File: config.mk
export PLATFORM = sky130hd
export DESIGN_NAME = parity_frame_tx
export DESIGN_NICKNAME = d
export VERILOG_FILES = /design/src/rtl/parity_frame_tx.sv
export SDC_FILE = /design/constraint.sdc
export NUM_CORES = 1
export LEC_CHECK = 0
export ABC_AREA = 1
export BUFFER_PORTS_ARGS = -buffer_cell sky130_fd_sc_hd__clkbuf_2
export CORE_MARGIN = 4
export CORE_UTILIZATION = 58
export CTS_CLUSTER_DIAMETER = 80
export DETAILED_ROUTE_END_ITERATION = 8
export GPL_TIMING_DRIVEN = 0
export PLACE_DENSITY = 0.8
export SYNTH_ARGS = -nofsm -noshare
export SYNTH_HDL_FRONTEND = slang
export SYNTH_SLANG_ARGS = --single-unit
File: constraint.sdc
create_clock -name clk -period 3.9 [get_ports clk]
set_input_delay 0.78 -clock clk [delete_from_list [all_inputs] [get_ports clk]]
set_output_delay 0.78 -clock clk [all_outputs]
set_load 0.02 [all_outputs]
File: src/rtl/parity_frame_tx.sv
// Serial frame transmitter: start bit, DATA_W data bits LSB first, parity bit, stop bit.
// Flags a one-cycle mismatch when the supplied even parity disagrees with the data word.
module parity_frame_tx #(
  parameter int DATA_W       = 3,
  parameter int CLKS_PER_BIT = 4
) (
  input  logic              clk,
  input  logic              rst,
  input  logic              in_valid,
  output logic              in_ready,
  input  logic [DATA_W-1:0] data,
  input  logic              even_p,
  output logic              tx,
  output logic              busy,
  output logic              frame_done,
  output logic              par_mismatch
);

  localparam int CNT_W = (CLKS_PER_BIT > 1) ? $clog2(CLKS_PER_BIT) : 1;
  localparam int BIT_W = (DATA_W > 1) ? $clog2(DATA_W) : 1;
  localparam logic [CNT_W-1:0] LAST_CNT = CNT_W'(CLKS_PER_BIT - 1);
  localparam logic [BIT_W-1:0] LAST_BIT = BIT_W'(DATA_W - 1);

  typedef enum logic [2:0] {
    IDLE   = 3'd0,
    START  = 3'd1,
    DATA   = 3'd2,
    PARITY = 3'd3,
    STOP   = 3'd4
  } state_e;

  function automatic logic even_parity(input logic [DATA_W-1:0] d);
    return ^d;
  endfunction

  state_e              state_r, state_n_s;
  logic [CNT_W-1:0]    cnt_r, cnt_n_s;
  logic [BIT_W-1:0]    bit_r, bit_n_s;
  logic [DATA_W-1:0]   shift_r, shift_n_s;
  logic                par_r, par_n_s;
  logic                accept_s;
  logic                wrap_s;
  logic                tx_n_s;
  logic                done_n_s;

  assign accept_s = in_valid && in_ready;
  assign wrap_s   = (cnt_r == LAST_CNT);

  // Next-state, counters, shift register and the next value of every registered output
  always_comb begin
    state_n_s = state_r;
    cnt_n_s   = cnt_r;
    bit_n_s   = bit_r;
    shift_n_s = shift_r;
    par_n_s   = par_r;
    case (state_r)
      IDLE: begin
        if (accept_s) begin
          state_n_s = START;
          cnt_n_s   = {CNT_W{1'b0}};
          bit_n_s   = {BIT_W{1'b0}};
          shift_n_s = data;
          par_n_s   = even_p;
        end else begin
          state_n_s = IDLE;
        end
      end
      START, PARITY, STOP: begin
        if (wrap_s) begin
          cnt_n_s = {CNT_W{1'b0}};
          if (state_r == START) begin
            state_n_s = DATA;
          end else if (state_r == PARITY) begin
            state_n_s = STOP;
          end else begin
            state_n_s = IDLE;
          end
        end else begin
          cnt_n_s = cnt_r + CNT_W'(1);
        end
      end
      DATA: begin
        if (wrap_s) begin
          cnt_n_s   = {CNT_W{1'b0}};
          shift_n_s = shift_r >> 1;
          if (bit_r == LAST_BIT) begin
            state_n_s = PARITY;
          end else begin
            bit_n_s = bit_r + BIT_W'(1);
          end
        end else begin
          cnt_n_s = cnt_r + CNT_W'(1);
        end
      end
      default: begin
        state_n_s = IDLE;
        cnt_n_s   = {CNT_W{1'b0}};
        bit_n_s   = {BIT_W{1'b0}};
        shift_n_s = {DATA_W{1'b0}};
        par_n_s   = 1'b0;
      end
    endcase

    // Outputs are computed from the next state so that the registered line tracks the state
    case (state_n_s)
      START:   tx_n_s = 1'b0;
      DATA:    tx_n_s = shift_n_s[0];
      PARITY:  tx_n_s = par_n_s;
      default: tx_n_s = 1'b1;
    endcase
    done_n_s = (state_n_s == STOP) && (cnt_n_s == LAST_CNT);
  end

  // State, datapath and registered output flops with synchronous reset
  always_ff @(posedge clk) begin
    if (rst) begin
      state_r      <= IDLE;
      cnt_r        <= {CNT_W{1'b0}};
      bit_r        <= {BIT_W{1'b0}};
      shift_r      <= {DATA_W{1'b0}};
      par_r        <= 1'b0;
      tx           <= 1'b1;
      in_ready     <= 1'b1;
      busy         <= 1'b0;
      frame_done   <= 1'b0;
      par_mismatch <= 1'b0;
    end else begin
      state_r      <= state_n_s;
      cnt_r        <= cnt_n_s;
      bit_r        <= bit_n_s;
      shift_r      <= shift_n_s;
      par_r        <= par_n_s;
      tx           <= tx_n_s;
      in_ready     <= (state_n_s == IDLE);
      busy         <= (state_n_s != IDLE);
      frame_done   <= done_n_s;
      par_mismatch <= accept_s && (even_parity(data) != even_p);
    end
  end

endmodule
# Yosys cells after proc, flatten, opt, wreduce, memory -nomap -nowiden
# Cells that the tools add are included.
# W data, S select, Z words.
# word_totals
regBits	16
latch_bits	0
mem_bits_rw	0
rom_bits	0
input_bits	7
out_inout_bits	5
word_cells	60
mem_count	0
# op_classes
addsub	2
n_mul	0
div_mod_pow	0
order_cmp	0
eq_ne	15
shifts	0
muxes	20
n_bitwise	1
n_reduce_logical	11
# ops
cell	n
$mux W3	7
$pmux W3 S3	2
$eq A3 B2 Y1 const B	4
$mux W2	5
$eq A2 B2 Y1 const B	3
$eq A3 B1 Y1 const B	2
$eq A3 B3 Y1 const B	2
$logic_not A3 Y1	2
$ne A2 B2 Y1 const B	3
$pmux W2 S3	1
$add A2 B1 Y2 const B	2
$pmux W2 S2	1
$reduce_and A4 Y1	1
$reduce_or A4 Y1	1
$logic_and A1 B1 Y1	3
$pmux W1 S3	1
$reduce_and A3 Y1	1
$reduce_bool A3 Y1	1
$reduce_or A3 Y1	1
$reduce_xor A3 Y1	1
$mux W1	2
$pmux W1 S2	1
$ne A1 B1 Y1	1
$not A1 Y1	1

# Longest topological paths before layout
# logic_depth
word_depth	7
ltp_mapped	9
ltp_nobuf	9

# Worst setup path after synthesis
# OpenSTA, ideal clock, no wires.
# synth_path
path_type	input to register
from	input in_valid
to	register busy
arrival_time_ps	1462
path_slack_ps	2326
cell_stages	8
n_path_buf	0
cell_sequence	nand2_1 -> inv_1 -> nand3_1 -> nand3_1 -> nand2_1 -> nand2_1 -> nor2_2 -> inv_1
# synth_via
elab_chain_len	4
# synth_lines
element	line_no	source
start, declared	9	input logic in_valid,
$logic_and A1 B1 Y1	46	assign accept_s = in_valid && in_ready;
$mux W1	58	if (accept_s) begin
$pmux W3 S3	56	case (state_r)
$reduce_bool A3 Y1	135	busy <= (state_n_s != IDLE);
end signal, assigned	135	
end, declared	14	output logic busy,
# Every way passes these cells.
# A chain may end at the register's enable or synchronous reset.

# Worst setup path after layout
# layout_path
from	register in_ready
to	output in_ready
# layout_lines
element	line_no	source
start, declared	10	output logic in_ready,
start signal, assigned	134	in_ready <= (state_n_s == IDLE);
# No word-level cell between the ends.

==> flow_metrics.tcl <==
set metrics [dict create \
    drv_slew 0 \
    vias 834 \
    r2r_cells 8 \
    yosysWarnings 0 \
    wire_per_inst_um 11.02 \
    ctsHtreeMaxLevel 1 \
    fp-row-count 13 \
    dp_hpwl_um 1394 \
    cp.depth 1 \
    mostFrequentLayoutCells "40 x nand2_1, 16 x nand3_1, 16 x dfxtp_1" \
    grt_pass1_vias 770 \
    start_util_pct 64.01 \
    syn_to_final_growth_pct 12.59 \
    synth_nets 140 \
    synthMuxAreaShare_pct 0 \
    setup_viol 0 \
    ir_drop_uv 310.5 \
    avgSynthCellArea_um2 6.676 \
    critical_path.cell_chain "clkbuf_2" \
    rr_endpoint "tx" \
    yosys.area_share.simple_pct 43.78 \
    track_usage_pct 20.05 \
    regArea_um2 320.3 \
    drt-total-wl_um 1774 \
    crit_slowest_cell "dfxtp_1" \
    cts_buffers 3 \
    io_buffers 11 \
    finalCriticalPeriod_ns 1.616 \
    synth_cell_types 19 \
    grt_max_degree 10 \
    max_slew.worst_pin.slew_ns 0.3319 \
    drc 0 \
    cts_hold_buf 0 \
    chipWidth_um 46.83 \
    clock.fmax_ghz 0.6189 \
    cp-startpoint "in_ready" \
    max_stage_delay_ns 0.37 \
    nets 156 \
    worstSkewPairLatency_ns 0.29 \
    hp-class "flop to flop" \
    fin_util_pct 72.07 \
    grt_pass1_wl_um 3125 \
    clock_tree.buffer_depth 2 \
    gp_congestion 0.8161 \
    antenna_cells 0 \
    p_per_area_nw_per_um2 389.5 \
    synth_compound_area_share_pct 5.436 \
    status "finished clean" \
    clock_skew_ns 0.002758 \
    drtPass1Iterations 4 \
    cp.arrival_ns 0.84 \
    cts_tree "yes" \
    syn_area_um2 874.6 \
    drtAntennaViolNets 0 \
    synthAdderAreaFrac_pct 2.861 \
    cts_resized 0 \
    vias_per_cell 5.180 \
    path_delay_family "flip-flops" \
    globalRouteOverflowTotal 0 \
    r2r-start "cnt_r[0]" \
    antenna_found_initial 0 \
    drtIter0Drc 40 \
    synth-seq-cells 16 \
    root_buffer "clkbuf_4" \
    relSlewSlack_pct 77.84 \
    cts_sinks 16 \
    rsz0062_at_grt "false" \
    synthCells 131 \
    yosysSeqAreaShare_pct 36.62 \
    dieArea_um2 2193 \
    synth_top_family_by_area "simple AND/OR/NAND/NOR gates" \
    ioPinCount 12 \
    startpoint_type "flop" \
    core_area_um2 1366 \
    die_h_um 46.83 \
    critical_path_class "flop to primary output" \
    final_common_cell "nand2_1" \
    cp-end-kind "primary output" \
    critPathMaxFanout 3 \
    path_clk_slew_ns 0.10 \
    multi_input_area_um2 481.7 \
    fillers 116 \
    maxCapViolCount 0 \
    p_leak_nw 0.5278 \
    hold_viol 0 \
    synth_xor_area_share_pct 3.004 \
    endpoint "in_ready" \
    ff2ff_setup_slack_ns 2.44 \
    crit_buf_inv 1 \
    fin_tns_setup_ns 0 \
    fin_crit_sh_pct 41.43 \
    crit_required_ns 3.12 \
    post_cts_buffers 0 \
    drive_gt1_share_pct 21.23 \
]
through the flow:
stage	setup WS, ns	instances	hold slack [ns]	power [mW]	cell area (um2)
after CTS	2.277	161	0.4875	0.3846	984.7
after global routing	2.223	161	0.4952	0.4056	984.7
after floorplan	2.326	131	0.4347	0.2520	874.6
final	2.284	161	0.4863	0.3836	984.7
after global placement	2.099	157	0.4575	0.2705	948.4
after detailed placement	2.082	157	0.4739	0.2735	948.4
worst register-to-register path, cell delays in order, from the launching register on:
cell and delay (ns):
dfxtp_1 0.34, ha_1 0.19, buf_2 0.17, nand3_1 0.09, nand2_1 0.08, nor2_1 0.19, nand2_1 0.11, nand2_1 0.11
nand3_1 0.08
synthesized netlist by cell type:
master,number,area [um2]
nand2_1,40,150.1
dfxtp_1,16,320.3
nand3_1,16,80.08
nor2_1,14,52.55
inv_1,13,48.80
a21oi_1,7,35.03
inv_2,5,18.77
nand2_2,3,18.77
nor2_4,3,33.78
ha_1,2,25.02
nand2_4,2,22.52
nor2_2,2,12.51
xnor2_1,2,17.52
a211oi_1,1,7.510
buf_2,1,5.000
nand4_1,1,6.260
o21ai_0,1,5.000
or2_0,1,6.260
xor2_1,1,8.760
flip-flops by register name, indices dropped and copies added (netlist names):
signal / count
state_r: 3
busy: 1
tx: 1
bit_r: 2
par_r: 1
par_mismatch: 1
in_ready: 1
shift_r: 3
cnt_r: 2
frame_done: 1
area by class of cell:
type | instances | share of cell area (%)
inverters | 18 | 6.862
plain buffers | 1 | 0.5083
clock buffers | 4 | 3.685
multi-input cells | 96 | 48.92
well taps | 15 | 1.906
repair buffers | 11 | 5.591
flip-flops and latches | 16 | 32.53
kinds of logic (layout without fill, tap and decap cells):
logic type	Yosys count	in the layout
adder cells (fa/ha/maj)	2	2
buffers and inverters	19	34
XOR/XNOR	3	3
AND/OR/NAND/NOR	82	82
AO/OA/AOI/OAI	9	9
flip-flops	16	16
how the worst min path moves through the flow:
stage                  to  cells past startpoint  slack [ns]       start
3_5_place_dp   shift_r[2]                      2        0.47  shift_r[2]
2_1_floorplan  shift_r[2]                      2        0.43  shift_r[2]
5_1_grt        shift_r[2]                      2        0.50  shift_r[2]
4_1_cts        shift_r[2]                      2        0.49  shift_r[2]
3_3_place_gp   shift_r[2]                      2        0.46  shift_r[2]
6_report       shift_r[2]                      2        0.49  shift_r[2]
power breakdown:
part	internal, mW	switching, mW
clock	0.0569	0.0570
sequential	0.176	0.00787
combinational	0.0320	0.0540
layer usage:
| metal | track usage [%] | vias to the layer above | routed length (um) |
|---|---|---|---|
| met5 | 0 | - | 0 |
| met4 | 9.945 | 0 | 36 |
| li1 | - | 439 | - |
| met1 | 24.36 | 366 | 804 |
| met3 | 3.448 | 5 | 84 |
| met2 | 33.88 | 24 | 848 |
Power figures use the tool's default switching activity.
